==> src/rtl/keypad_pkg.sv <==
// Shared types and helpers for the keypad matrix scanner: FSM state encoding,
// key-code width and row-pattern decode functions.
package keypad_pkg;

    typedef enum logic [1:0] {
        st_scan,
        st_debounce,
        st_held,
        st_release
    } kp_state_t;

    function automatic int code_width(input int n_rows, input int n_cols);
        return (n_rows * n_cols > 1) ? $clog2(n_rows * n_cols) : 1;
    endfunction

    // Rows are active-low, so a pressed key shows up as a zero bit.
    function automatic int lowest_zero(input logic [31:0] v, input int n);
        int idx;
        idx = 0;
        for (int i = n - 1; i >= 0; i--) begin
            if (!v[i[4:0]]) idx = i;
        end
        return idx;
    endfunction

    function automatic int count_zeros(input logic [31:0] v, input int n);
        int z;
        z = 0;
        for (int i = 0; i < n; i++) begin
            if (!v[i[4:0]]) z++;
        end
        return z;
    endfunction

endpackage

==> src/rtl/keypad_row_sync.sv <==
// N-bit two-flop synchroniser for the raw row lines; resets to all ones
// (the idle level of the pulled-up rows).
module keypad_row_sync
    import keypad_pkg::*;
#(
    parameter int N = 4
) (
    input  logic         clk,
    input  logic         rst,
    input  logic [N-1:0] d,
    output logic [N-1:0] q
);

    logic [N-1:0] meta;

    always_ff @(posedge clk or posedge rst) begin
        if (rst) begin
            meta <= '1;
            q    <= '1;
        end else begin
            meta <= d;
            q    <= meta;
        end
    end

endmodule

==> src/rtl/keypad_matrix_scanner.sv <==
// Keypad matrix scanner with press/release debounce and ghosting flag.
// Optional auto-repeat is enabled by defining KEYPAD_AUTOREPEAT_EN.
//
// state       | meaning
// st_scan     | drive one column low, dwell, sample rows
// st_debounce | column frozen, pattern must stay stable DEBOUNCE_CYCLES
// st_held     | key accepted, waiting for all rows to go idle
// st_release  | rows idle, must stay idle RELEASE_CYCLES
module keypad_matrix_scanner
    import keypad_pkg::*;
#(
    parameter int N_ROWS          = 4,
    parameter int N_COLS          = 4,
    parameter int SCAN_DWELL      = 4,
    parameter int DEBOUNCE_CYCLES = 20,
    parameter int RELEASE_CYCLES  = 20,
    parameter int REPEAT_DELAY    = 1000,
    parameter int REPEAT_PERIOD   = 200
) (
    input  logic                                   clk,
    input  logic                                   rst,
    input  logic [N_ROWS-1:0]                      row,
    output logic [N_COLS-1:0]                      col,
    output logic [code_width(N_ROWS, N_COLS)-1:0]  key_value,
    output logic                                   key_valid,
    output logic                                   press,
    output logic                                   multi_key
);

    localparam int KW      = code_width(N_ROWS, N_COLS);
    localparam int CW      = (N_COLS > 1) ? $clog2(N_COLS) : 1;
    localparam int RW      = (N_ROWS > 1) ? $clog2(N_ROWS) : 1;
    localparam int DW      = $clog2(SCAN_DWELL);
    localparam int CNT_MAX = (DEBOUNCE_CYCLES > RELEASE_CYCLES) ? DEBOUNCE_CYCLES : RELEASE_CYCLES;
    localparam int CNTW    = $clog2(CNT_MAX + 1);
    localparam logic [N_ROWS-1:0] ROWS_IDLE = '1;

    function automatic logic [N_COLS-1:0] col_drive(input logic [CW-1:0] idx);
        return ~(N_COLS'(1) << idx);
    endfunction

    kp_state_t          state;
    logic [N_ROWS-1:0]  rs;
    logic [N_ROWS-1:0]  pat;
    logic [CW-1:0]      c;
    logic [CW-1:0]      c_next;
    logic [RW-1:0]      r;
    logic               multi;
    logic [DW-1:0]      dwell;
    logic [CNTW-1:0]    cnt;
    logic [CNTW-1:0]    cnt_inc;
    logic               release_done;

    keypad_row_sync #(.N(N_ROWS)) u_row_sync (
        .clk (clk),
        .rst (rst),
        .d   (row),
        .q   (rs)
    );

`ifdef KEYPAD_AUTOREPEAT_EN
    localparam int REP_MAX = (REPEAT_DELAY > REPEAT_PERIOD) ? REPEAT_DELAY : REPEAT_PERIOD;
    localparam int REPW    = $clog2(REP_MAX + 1);

    logic [REPW-1:0] rep_cnt;
    logic [REPW-1:0] rep_inc;
    logic            rep_first;
    logic            rep_fire;
`else
    logic unused_repeat;
    assign unused_repeat = ^{32'(REPEAT_DELAY), 32'(REPEAT_PERIOD)};
`endif

    always_comb begin
        c_next       = (c == CW'(N_COLS - 1)) ? '0 : c + 1'b1;
        cnt_inc      = (cnt == CNTW'(CNT_MAX)) ? cnt : cnt + 1'b1;
        release_done = (state == st_release) && (rs == ROWS_IDLE)
                       && (cnt_inc == CNTW'(RELEASE_CYCLES));
`ifdef KEYPAD_AUTOREPEAT_EN
        rep_inc  = (rep_cnt == REPW'(REP_MAX)) ? rep_cnt : rep_cnt + 1'b1;
        rep_fire = rep_first ? (rep_inc == REPW'(REPEAT_DELAY))
                             : (rep_inc == REPW'(REPEAT_PERIOD));
`endif
    end

    always_ff @(posedge clk or posedge rst) begin
        if (rst) begin
            state     <= st_scan;
            c         <= '0;
            col       <= '1;
            dwell     <= '0;
            cnt       <= '0;
            pat       <= '1;
            r         <= '0;
            multi     <= 1'b0;
            key_value <= '0;
            key_valid <= 1'b0;
            press     <= 1'b0;
            multi_key <= 1'b0;
`ifdef KEYPAD_AUTOREPEAT_EN
            rep_cnt   <= '0;
            rep_first <= 1'b0;
`endif
        end else begin
            key_valid <= 1'b0;
            case (state)
                st_scan: begin
                    // all-ones col only occurs straight after reset: start the dwell cleanly
                    if (col == '1) begin
                        col   <= col_drive(c);
                        dwell <= '0;
                    end else if (dwell == DW'(SCAN_DWELL - 1)) begin
                        dwell <= '0;
                        if (rs == ROWS_IDLE) begin
                            c   <= c_next;
                            col <= col_drive(c_next);
                        end else begin
                            pat   <= rs;
                            r     <= RW'(lowest_zero(32'(rs), N_ROWS));
                            multi <= (count_zeros(32'(rs), N_ROWS) > 1);
                            cnt   <= '0;
                            state <= st_debounce;
                        end
                    end else begin
                        dwell <= dwell + 1'b1;
                    end
                end
                st_debounce: begin
                    if (rs != pat) begin
                        c     <= c_next;
                        col   <= col_drive(c_next);
                        dwell <= '0;
                        state <= st_scan;
                    end else if (cnt_inc == CNTW'(DEBOUNCE_CYCLES)) begin
                        key_valid <= 1'b1;
                        key_value <= KW'(int'(r) * N_COLS + int'(c));
                        multi_key <= multi;
                        press     <= 1'b1;
                        cnt       <= '0;
                        state     <= st_held;
                    end else begin
                        cnt <= cnt_inc;
                    end
                end
                st_held: begin
                    if (rs == ROWS_IDLE) begin
                        cnt   <= '0;
                        state <= st_release;
                    end
                end
                st_release: begin
                    if (rs != ROWS_IDLE) begin
                        state <= st_held;
                    end else if (release_done) begin
                        press     <= 1'b0;
                        multi_key <= 1'b0;
                        cnt       <= '0;
                        c         <= c_next;
                        col       <= col_drive(c_next);
                        dwell     <= '0;
                        state     <= st_scan;
                    end else begin
                        cnt <= cnt_inc;
                    end
                end
                default: state <= st_scan;
            endcase
`ifdef KEYPAD_AUTOREPEAT_EN
            // press is only high in held/release, so the timer runs exactly there
            if (state == st_debounce) begin
                rep_cnt   <= '0;
                rep_first <= 1'b1;
            end else if (release_done || !press) begin
                rep_cnt   <= '0;
                rep_first <= 1'b0;
            end else if (rep_fire) begin
                key_valid <= 1'b1;
                rep_cnt   <= '0;
                rep_first <= 1'b0;
            end else begin
                rep_cnt <= rep_inc;
            end
`endif
        end
    end

endmodule

==> config.mk <==
export PLATFORM = sky130hd
export DESIGN_NAME = keypad_matrix_scanner
export DESIGN_NICKNAME = d
export VERILOG_FILES = /design/src/rtl/keypad_pkg.sv /design/src/rtl/keypad_row_sync.sv /design/src/rtl/keypad_matrix_scanner.sv
export SDC_FILE = /design/constraint.sdc
export NUM_CORES = 1
export LEC_CHECK = 0
export CORE_AREA = 2 2 74 76
export CTS_CLUSTER_SIZE = 25
export DETAILED_ROUTE_END_ITERATION = 6
export DIE_AREA = 0 0 76 78
export GPL_TIMING_DRIVEN = 0
export PLACE_DENSITY_LB_ADDON = 0.25
export SYNTH_ARGS = -nofsm -noshare
export SYNTH_HDL_FRONTEND = slang
export SYNTH_SLANG_ARGS = --single-unit
==> constraint.sdc <==
create_clock -name clk -period 6.6 [get_ports clk]
set_input_delay 1.98 -clock clk [delete_from_list [all_inputs] [get_ports clk]]
set_output_delay 1.98 -clock clk [all_outputs]
set_load 0.005 [all_outputs]
## Word level (Yosys, flattened, before mapping)

Index checks and enable logic that the tools add are counted.

- Register bits: 37
- Latch bits: 0
- Memory bits (writable): 0
- Memory bits (read-only): 0
- Input port bits: 6
- Output and inout port bits: 11
- Word-level logic and storage cells: 141
- Memories kept: 0

- Add/sub/neg operators: 7
- Multipliers: 0
- Divide/modulo/power cells: 0
- Order comparisons: 1
- Equal/unequal tests: 25
- Shifts and indexed selects: 2
- Multiplexer cells: 74
- Bitwise logic cells: 5
- Reduce and logical (&&, ||, !) cells: 13

Operator list:

| kind | count |
|---|---|
| $mux W32 | 19 |
| $add A32 B2 Y32 const B | 3 |
| $mux W2 | 23 |
| $mux W5 | 9 |
| $gt A32 B2 Y1 const B | 1 |
| $mux W4 | 6 |
| $ne A2 B2 Y1 const B | 10 |
| $pmux W5 S4 | 1 |
| $reduce_and A6 Y1 | 3 |
| $pmux W2 S3 | 2 |
| $pmux W4 S3 | 1 |
| $eq A5 B5 Y1 const B | 2 |
| $mux W1 | 10 |
| $ne A3 B3 Y1 const B | 3 |
| $eq A2 B2 Y1 const B | 4 |
| $eq A4 B4 Y1 const B | 2 |
| $not A4 Y4 | 2 |
| $pmux W2 S4 | 1 |
| $reduce_and A4 Y1 | 2 |
| $shl A1 B2 Y4 const A | 2 |
| $reduce_and A7 Y1 | 1 |
| $add A5 B1 Y5 const B | 1 |
| $reduce_and A5 Y1 | 1 |
| $add A2 B1 Y2 const B | 2 |
| other kinds (12) | 16 |

## Logic depth before layout (Yosys ltp)

Gate-level depths: netlist (run 1).

- Depth after elaboration: 24
- Depth in mapped cells: 8
- Depth with buffers taken out: 7

## Cells and area by module

Synthesis (run 1) repeated with hierarchy kept, for this count alone.

- Cell total of the unflattened synthesis: 185
- Area, all modules: 1974.4 µm²

Modules (own cells, without submodules):

| module | times used | cells an instance | area an instance (µm²) | seq. area each (µm²) |
|---|---|---|---|---|
| keypad_matrix_scanner | 1 | 176 | 1760.4 | 735.7 |
| keypad_row_sync | 1 | 9 | 214.0 | 210.2 |

## Worst setup path after synthesis (run 1)

Ideal clock, no wire load.

- Path kind: register to output
- Start point: reg col[0]
- End point: out col[0]
- Data arrival time: 0.523 ns
- Setup slack: 4.097 ns
- Stages on the path, launching flop included: 1
- Buffers on the path: 0
- Path through: dfstp_2

RTL lines:

| item | RTL line | text |
|---|---|---|
| start, declared | keypad_matrix_scanner.sv:23 | `output logic [N_COLS-1:0] col,` |
| start signal, assigned | keypad_matrix_scanner.sv:110 | `col <= col_drive(c);` |
| start signal, assigned | keypad_matrix_scanner.sv:116 | `col <= col_drive(c_next);` |
| start signal, assigned | keypad_matrix_scanner.sv:131 | `col <= col_drive(c_next);` |

No word-level cell between the ends.

## Worst setup path after layout (run 1)

- Start point: reg col[3]
- End point: out col[3]

No word-level cell between the ends.

==> results.ini, run 1 <==
[die]
dieHeight_um=78
core_area_um2=5042
fp.dieArea_um2=5928
start_util=0.3829
ioPinCount=17
die_w_um=76
rows=26

[clock_tree]
cts_made_buffers=5
root_buffer=clkbuf_8
postCtsSetupBuffers=0
cts_resized=0
worstSkewPairLatency_ps=280
clockBufferDepth=2
cts.sinks=37
cts.clk_slew.worst_paths_ps=70
cts_hold_buffers=0
cts_tree=built
htreeDepth=2

[timing]
fmax_mhz=302.0
worst_pin_slew_ps=747.3
slew_headroom=0.5011
setup_violations=0
timing.setup.tns_ps=0
layout_setup_ws_ps=3289
min_period_ps=3311
rsz0062_at_grt=false
hold_viol_final=0
min_period_over_period=0.5017
drv_slew=0
skew_ps=2.795

[hold_path]
hold_depth=0
hold_end=u_row_sync.q[0]
hold_path_class=reg -> reg
min-delay-start=u_row_sync.meta[0]

[cells_and_area]
ff_latch_area_um2=945.9
fin_cells=277
n_fill_cell=479
syn_to_final_growth_pct=17.50
final_core_util=0.4499
fin_nets=224
multiInputGateArea_um2=899.6
drive_above_1_share=0.1836
antenna_cells=0

[worst_setup_path]
critPathSlowestCell=dfstp_2
ff2ff_path_depth=7
reg2reg_from=u_row_sync.q[3]
cp_num_buf_inv=1
worstPathCellList=clkdlybuf4s50_1
cpPeakStageDelay_ps=550
path_max_fanout=4
crit_family=flip-flops
worstSetupStartpointType=flip-flop
path_class=reg -> out
arrival_ps=1330
rrSetupSlack_ps=4040
worstPathRequired_ps=4620
r2r-end=key_value[3]
end_kind=output port

[pwr]
p_clk_frac=0.211
p_per_area_nw_per_um2=328.1
swShare=0.3134
p_comb_frac=0.333
switchingPower_uw=233.2
ir_drop_uv=166.2
p_leak_nw=1.010
pwr-share-seq=0.455
cell_internal_pwr_uw=511.1
power_uw=744.3

[drt]
wl_per_cell_um=12.10
via_count=1365
drtIter0Drc=88
vias_per_cell=4.928
first_pass_iters=4
routed_wl_um=3351
drc_errors=0
ant_nets=0

[synthesis]
ys_seq_area_frac=0.4900
ys_seq_elements=37
synth.net_count=201
synthCells=183
yosys_warnings=0
ys_types=42
netlist_area_um2=1931
postSynthAreaPerCell_um2=10.55

[grt]
first_global_vias=1349
grt_max_degree=38
grt_pass1_wl_um=6072
antenna_found_initial=0
grtUsageTotal=0.1279
overflow=0

[placement]
io_buffers=16
hpwl_um=2466
gp_congestion=0.8159
dp_slack_ps=3584
dp.cells=269

[outcome]
status=finished, final reports clean

[run]
cap_viol_max_count=0

-- worst reg2reg max path: cells and delay by family, from the launching register on --
kind / cells / cell delay (ps)
simple gates: 3 / 1130
buf+inv: 2 / 400
xor+xnor: 1 / 120
flops: 1 / 510
mux: 1 / 290
-- power by group through the flow --
stage	sequential (mW)	combinational (mW)	clock, mW
floorplan	0.334	0.191	0
global placement	0.342	0.246	0
detailed placement	0.343	0.253	0
CTS	0.340	0.252	0.165
global route	0.349	0.285	0.175
finish	0.339	0.248	0.157
-- routing by layer --
layer / routed length (um) / vias up / global-route usage / share of wire
li1: - / 690 / - / -
met1: 1684 / 642 / 0.1683 / 0.50
met2: 1492 / 28 / 0.2036 / 0.45
met3: 133 / 5 / 0.03488 / 0.040
met4: 41 / 0 / 0.04545 / 0.012
met5: 0 / - / 0 / 0
-- cells in the mapped netlist (all sizes together) --
cell type | instances | share of area
inv | 11 | 0.021
o41a | 1 | 0.0058
a31oi | 1 | 0.0032
a2111o | 1 | 0.0058
nand4 | 3 | 0.0097
nand2b | 1 | 0.0032
o22ai | 1 | 0.0032
nor2b | 2 | 0.0065
xnor2 | 1 | 0.0045
nand3 | 5 | 0.013
or2 | 2 | 0.0065
nor2 | 7 | 0.014
a22o | 3 | 0.014
nor3 | 2 | 0.0052
a21boi | 3 | 0.012
a21o | 4 | 0.016
and3 | 2 | 0.0065
or3 | 3 | 0.0097
o21ai | 18 | 0.047
a32o | 1 | 0.0052
and4 | 1 | 0.0045
nand2 | 20 | 0.039
mux2i | 4 | 0.021
o2bb2ai | 1 | 0.0045
a211oi | 3 | 0.012
nand4b | 1 | 0.0045
clkbuf | 4 | 0.0078
or3b | 1 | 0.0045
ha | 12 | 0.078
dfrtp | 21 | 0.27
a21oi | 5 | 0.013
a41o | 1 | 0.0052
dfstp | 16 | 0.22
nor4 | 1 | 0.0032
mux2 | 9 | 0.056
xor2 | 5 | 0.023
a211o | 2 | 0.0091
buf | 4 | 0.015
-- metrics by stage --
step | hold slack (ps) | instance area (um^2)
4_1_cts | 357.7 | 2268
3_5_place_dp | 347.3 | 2178
5_1_grt | 359.4 | 2268
6_report | 356.7 | 2268
2_1_floorplan | 345.2 | 1931
3_3_place_gp | 345.5 | 2178
-- final cells by class --
| type | instances | share of cell area |
|---|---|---|
| Buffer | 8 | 0.01930 |
| Inverter | 11 | 0.01820 |
| Timing Repair Buffer | 16 | 0.07060 |
| Sequential cell | 37 | 0.4170 |
| Clock buffer | 8 | 0.03971 |
| Tap cell | 70 | 0.03861 |
| Multi-Input combinational cell | 127 | 0.3966 |
-- cell families after synthesis --
family,after synthesis,synth area share
simple gates,51,0.1296
buf+inv,19,0.04407
flops,37,0.4900
fa+ha+maj,12,0.07777
xor+xnor,6,0.02722
compound gates,45,0.1543
mux,13,0.07713
-- how the worst max path moves through the flow --
stage                     startpoint            to  slack, ps  cells past startpoint
after global placement           rst  key_value[2]       2960                      2
after CTS                     col[3]        col[3]       3270                      1
final                         col[3]        col[3]       3290                      1
after detailed placement      col[3]        col[3]       3580                      1
after global routing          col[3]        col[3]       3230                      1
after floorplan                  rst          c[0]       3810                      1
-- state kept, by name, summed over array words and instances, names as in the netlist, 2 cells and up --
register / count
c: 2
cnt: 5
col: 4
dwell: 2
key_value: 4
pat: 4
r: 2
state: 2
u_row_sync.meta: 4
u_row_sync.q: 4
-- placed cells by master (no fill, tap or decap), drive strengths merged, types with 2 or more instances in the layout --
cell / synthesis / layout
dfrtp: 21 / 21
nand2: 20 / 20
o21ai: 18 / 18
dfstp: 16 / 16
clkdlybuf4s50: 0 / 16
ha: 12 / 12
clkbuf: 4 / 12
inv: 11 / 11
mux2: 9 / 9
nor2: 7 / 7
nand3: 5 / 5
xor2: 5 / 5
a21oi: 5 / 5
mux2i: 4 / 4
a21o: 4 / 4
buf: 4 / 4
nand4: 3 / 3
a211oi: 3 / 3
a21boi: 3 / 3
or3: 3 / 3
a22o: 3 / 3
nor2b: 2 / 2
and3: 2 / 2
or2: 2 / 2
a211o: 2 / 2
nor3: 2 / 2
(Power assumes the default switching activity.)
==> run 2, diff against run 1 <==
==> constraint.sdc (replaced) <==
create_clock -name clk -period 2.9 [get_ports clk]
set_input_delay 0.87 -clock clk [delete_from_list [all_inputs] [get_ports clk]]
set_output_delay 0.87 -clock clk [all_outputs]
set_load 0.005 [all_outputs]
==> results of run 2 <==
Same layout as run 1 (identical final DEF). Status: finished, final reports clean.
Among the figures that moved: setup slack after placement 3584 ps -> 314.1 ps; setup slack after layout 3289 ps -> 338.2 ps; start point of the critical path col[3] -> u_row_sync.q[3]; end point of the critical path col[3] -> key_value[3]; register-to-register setup slack 4040 ps -> 340 ps; total power 0.7443 mW -> 1.694 mW; worst IR drop on VDD 166.2 uV -> 378.3 uV
==> run 3, diff against run 2 <==
--- a/config.mk
+++ b/config.mk
@@ -5,10 +5,10 @@
 export SDC_FILE = /design/constraint.sdc
 export NUM_CORES = 1
 export LEC_CHECK = 0
-export CORE_AREA = 2 2 74 76
+export CORE_AREA = 2 2 66 68
 export CTS_CLUSTER_SIZE = 25
 export DETAILED_ROUTE_END_ITERATION = 6
-export DIE_AREA = 0 0 76 78
+export DIE_AREA = 0 0 68 70
 export GPL_TIMING_DRIVEN = 0
 export PLACE_DENSITY_LB_ADDON = 0.25
 export SYNTH_ARGS = -nofsm -noshare
==> results.ini, run 3 (synthesis results as in run 1) <==
[outcome]
status=finished, final reports clean

[cells_and_area]
final_cell_mix=21 x dfrtp_1, 20 x nand2_1, 18 x o21ai_0, 16 x dfstp_2, 16 x clkdlybuf4s50_1
n_fill_cell=382
drive_above_1_share=0.1884
fin_nets=224
final_common_cell=dfrtp_1
antenna_cells=0
final_core_util=0.5450
syn_to_final_growth_pct=16.98
largest-register=cnt
largest_register_ffs=5
fin_cells=259

[timing]
drv_slew=0
slew_headroom=0.5078
layout_setup_ws_ps=362.6
skew_ps=6.918
hold_viol_final=0
timing.setup.tns_ps=0
fmax_mhz=394.1
min_period_ps=2537
setup_violations=0
rsz0062_at_grt=false
worst_pin_slew_ps=737.2
min_period_over_period=0.8750

[run]
cap_viol_max_count=0

[clock_tree]
worstSkewPairLatency_ps=290
postCtsSetupBuffers=0
cts.sinks=37
cts_resized=0
cts_made_buffers=5
htreeDepth=2
root_buffer=clkbuf_8
cts_hold_buffers=0
cts.clk_slew.worst_paths_ps=70
cts_tree=built
clockBufferDepth=2

[hold_path]
hold_end=u_row_sync.q[3]
hold_path_class=reg -> reg
min-delay-start=u_row_sync.meta[3]
hold_depth=0

[pwr]
p_per_area_nw_per_um2=775.4
ir_drop_uv=516.3
p_comb_frac=0.328
p_clk_frac=0.230
pwr-share-seq=0.442
swShare=0.3191
p_leak_nw=1.018
switchingPower_uw=558.7
cell_internal_pwr_mw=1.192

[drt]
drtIter0Drc=101
met1_length_um=1638
top_layer_used=met4
via_count=1383
route.met2.wl_um=1797
routed_wl_um=3605
first_pass_iters=4
dr_wl_met3_um=114
drc_errors=0
ant_nets=0
vias_per_cell=5.340
wl_per_cell_um=13.92

[grt]
grtUsageTotal=0.1784
grt_max_degree=38
first_global_vias=1380
overflow=0
grt_pass1_wl_um=6417
antenna_found_initial=0

[worst_setup_path]
path_class=reg -> reg
ff2ff_path_depth=7
cpPeakStageDelay_ps=590
rrSetupSlack_ps=360
arrival_ps=2720
end_kind=flip-flop
critPathSlowestCell=nor4_1
worstSetupStartpointType=flip-flop
worstPathCellList=clkbuf_1, xor2_1, nor4_1, nand2_1, or2_1, buf_6, mux2_4
path_max_fanout=8
r2r-end=key_value[2]
worstPathRequired_ps=3080
reg2reg_from=u_row_sync.q[3]

[die]
rows=24
dieHeight_um=70
fp.dieArea_um2=4760
die_w_um=68
start_util=0.4659
core_area_um2=4144
ioPinCount=17

[placement]
gp_congestion=0.8511
dp.cells=251
hpwl_um=2663
dp_slack_ps=384.0
io_buffers=16

==> run 3: power by group through the flow <==
stage / combinational [mW] / sequential, mW / clock, mW
after detailed placement: 0.577 / 0.785 / 0
after global placement: 0.550 / 0.772 / 0
final: 0.575 / 0.774 / 0.402
after global routing: 0.652 / 0.794 / 0.441
after CTS: 0.580 / 0.776 / 0.413
after floorplan: 0.434 / 0.761 / 0
==> run 3: per-layer routing <==
layer  vias up  global-route usage
met5         -                   0
met4         0             0.06222
met3         6             0.04348
met2        21              0.2826
met1       668              0.2359
li1        688                   -
==> run 3: cell type report <==
cell class / instances / area [um^2] / area share
sequential: 37 / 945.9 / 0.4188
multi-input combinational: 127 / 899.6 / 0.3983
timing repair buffer: 16 / 160.2 / 0.07091
clock buffer: 7 / 97.59 / 0.04321
tap: 52 / 65.06 / 0.02881
buffer: 8 / 43.79 / 0.01939
inverter: 11 / 41.29 / 0.01828
clock inverter: 1 / 5.005 / 0.002216
==> run 3: per-stage QoR <==
step / cell area, um^2 / hold WS [ps] / total power, mW
6_report: 2258 / 355.0 / 1.751
5_1_grt: 2258 / 356.3 / 1.887
4_1_cts: 2258 / 355.5 / 1.769
3_5_place_dp: 2156 / 347.6 / 1.363
3_3_place_gp: 2156 / 345.5 / 1.322
2_1_floorplan: 1931 / 345.2 / 1.195
==> run 3: worst max-delay path, delay by kind of cell (launching register included) <==
kind,cells,cell delay [ps]
AND/OR/NAND/NOR,3,1110
multiplexers,1,290
buffers and inverters,2,410
XOR/XNOR,1,120
flip-flops,1,520
==> run 3: worst max-delay path by stage <==
| stage | start | to | slack, ps |
|---|---|---|---|
| final | u_row_sync.q[3] | key_value[2] | 360 |
| after global routing | u_row_sync.q[3] | c[1] | 80 |
| after CTS | u_row_sync.q[3] | c[0] | 360 |
| after detailed placement | rst | key_value[3] | 380 |
| after global placement | u_row_sync.q[3] | key_value[2] | 420 |
| after floorplan | cnt[0] | key_value[2] | 680 |
==> edit, RTL diff (config.mk and constraints of run 1) <==
`RELEASE_CYCLES`: 20 -> 30.
--- a/src/rtl/keypad_matrix_scanner.sv
+++ b/src/rtl/keypad_matrix_scanner.sv
@@ -13,7 +13,7 @@
     parameter int N_COLS          = 4,
     parameter int SCAN_DWELL      = 4,
     parameter int DEBOUNCE_CYCLES = 20,
-    parameter int RELEASE_CYCLES  = 20,
+    parameter int RELEASE_CYCLES  = 30,
     parameter int REPEAT_DELAY    = 1000,
     parameter int REPEAT_PERIOD   = 200
 ) (
Check against the original RTL: no difference found for any inputs over 4 cycles, from zero or initial values and one cycle with rst high; that may be too few to reach the edited logic, so the function may still have changed.
==> edit against run 1 <==
- final cell count increased by 0.72%
- clock power increased by 20%
- final area increased by 7.8%
- worst setup slack got worse by 0.0075 ns
- power increased by 10%
- clock skew increased by 0.0051 ns
- wire length increased by 10%
- synthesized area increased by 6.9%
- sequential cell count unchanged
- die area unchanged
- highest routed layer unchanged
==> edit: results (changes against run 1) <==
[status]
status=finished, final reports clean

[critical_path]
r2r_start=cnt[0]
cp_max_fo=3  ; -1
r2r_setup_slack_ns=3.99  ; -0.05 ns
ff2ff_path_depth=8  ; +1
slowest_delay_ns=0.55  ; about the same
r2r_end=key_value[3]
crit_family=flip-flops
cpMaxStageDelayCell=dfstp_2

[grt]
antenna_found_initial=0  ; unchanged
grt_pass1_wl_microns=6580  ; +8.4%
grt_use_total_pct=13.8  ; +0.99 points
grt_max_degree=23  ; -39%
grt_pass1_vias=1419  ; +5.2%

[finish]
diodes=0  ; unchanged
drive_above_1_share_pct=22.5  ; +4.1 points
largest_register_ffs=5  ; unchanged
layout.nets=227  ; +1.3%
nFillCells=463  ; -3.3%

[placed_design]
pre_cts_slack_ns=3.39  ; -0.192 ns
place_hpwl_microns=2750  ; +12%
gp_congestion=0.859  ; +5.3%
port_buffers=16  ; unchanged

[yosys]
yosys-top-cells-count=dfrtp_1, dfstp_2, nand2_1
synth-seq-area-share_pct=45.8  ; -3.1 points
yosysUniqueCellTypes=52  ; +24%
synth-async-reset-ratio_pct=100  ; unchanged
ys_top_cells_by_area=dfrtp_1, dfstp_2, ha_1
syn-num-nets=203  ; +1.0%

[worst_hold_path]
hold_depth=0  ; unchanged
worstHoldEndpoint=u_row_sync.q[2]
hold_path.startpoint=u_row_sync.meta[2]

[cts]
post_cts_buffers=0  ; unchanged
root_buffer=clkbuf_8
clk_latency_ns=0.29
htree_levels=2  ; unchanged
ctsResizeCount=0  ; unchanged
clk_path_buf_depth=2  ; unchanged
cts_buffers=5  ; unchanged
path_clk_slew_ns=0.07  ; about the same

[routing]
routed_wirelength_microns=3700  ; +10%
drtIter0Drc=79  ; -10%
drt_pass1_iterations=4  ; unchanged
vias_per_cell=5.13  ; +4.2%

[sta]
clock_skew_ns=0.00791  ; +0.00511 ns
worst_pin_slew_ns=0.900  ; +0.153 ns

[pwr]
vdd_drop_max_mv=0.181  ; +8.8%
p_leak_nw=1.06  ; +5.1%

[floorplanning]
coreArea_sq_mm=0.00504  ; unchanged

edit: layer usage:
metal / up-vias / global-route usage [%] / share of wire, %
li1: 713 / - / -
met1: 690 / 18.3 / 49
met2: 23 / 21.9 / 46
met3: 6 / 3.26 / 3.2
met4: 0 / 5.45 / 1.7
met5: - / 0 / 0
edit: kinds of logic (layout without fill, tap and decap cells):
family	after synthesis	after routing	share of synthesized area, %
buffers and inverters	19	44	3.70
muxes	18	18	10.4
xor gates and xnor gates	8	8	3.40
AOI/OAI and AO/OA	44	44	15.6
adders and majority gates	13	13	7.88
DFF	37	37	45.8
and+or+nand+nor	45	45	13.2
edit: metrics by stage:
step / util, % / instances / hold WS (ns) / power, mW / area, sq um
after floorplan: - / 184 / 0.345 / 0.564 / 2060
after global routing: 48.5 / 279 / 0.362 / 0.883 / 2450
after detailed placement: 46.4 / 271 / 0.347 / 0.640 / 2340
after CTS: 48.5 / 279 / 0.358 / 0.835 / 2450
after global placement: 45.8 / 270 / 0.345 / 0.628 / 2310
final: 48.5 / 279 / 0.356 / 0.820 / 2450
edit: cell type report:
cell class	instances	share of cell area, %
buffer	6	1.13
clock buffer	6	2.97
clock inverter	2	1.43
inverter	13	1.99
multi-input combinational	128	42.6
sequential	37	38.7
tap	70	3.58
timing repair buffer	17	7.67
edit: report_power, final:
group	internal, mW	switching, mW
registers	0.298	0.0456
logic	0.151	0.137
clock network	0.112	0.0768
total	0.561	0.259
edit: worst max-delay path by stage:
stage / end / cells after the start / from / slack [ns]
after global placement: cnt[1] / 2 / rst / 3.00
after CTS: col[0] / 1 / col[0] / 3.27
after detailed placement: col[1] / 3 / rst / 3.39
final: col[0] / 1 / col[0] / 3.28
after global routing: col[0] / 1 / col[0] / 3.24
after floorplan: c[0] / 1 / rst / 3.81
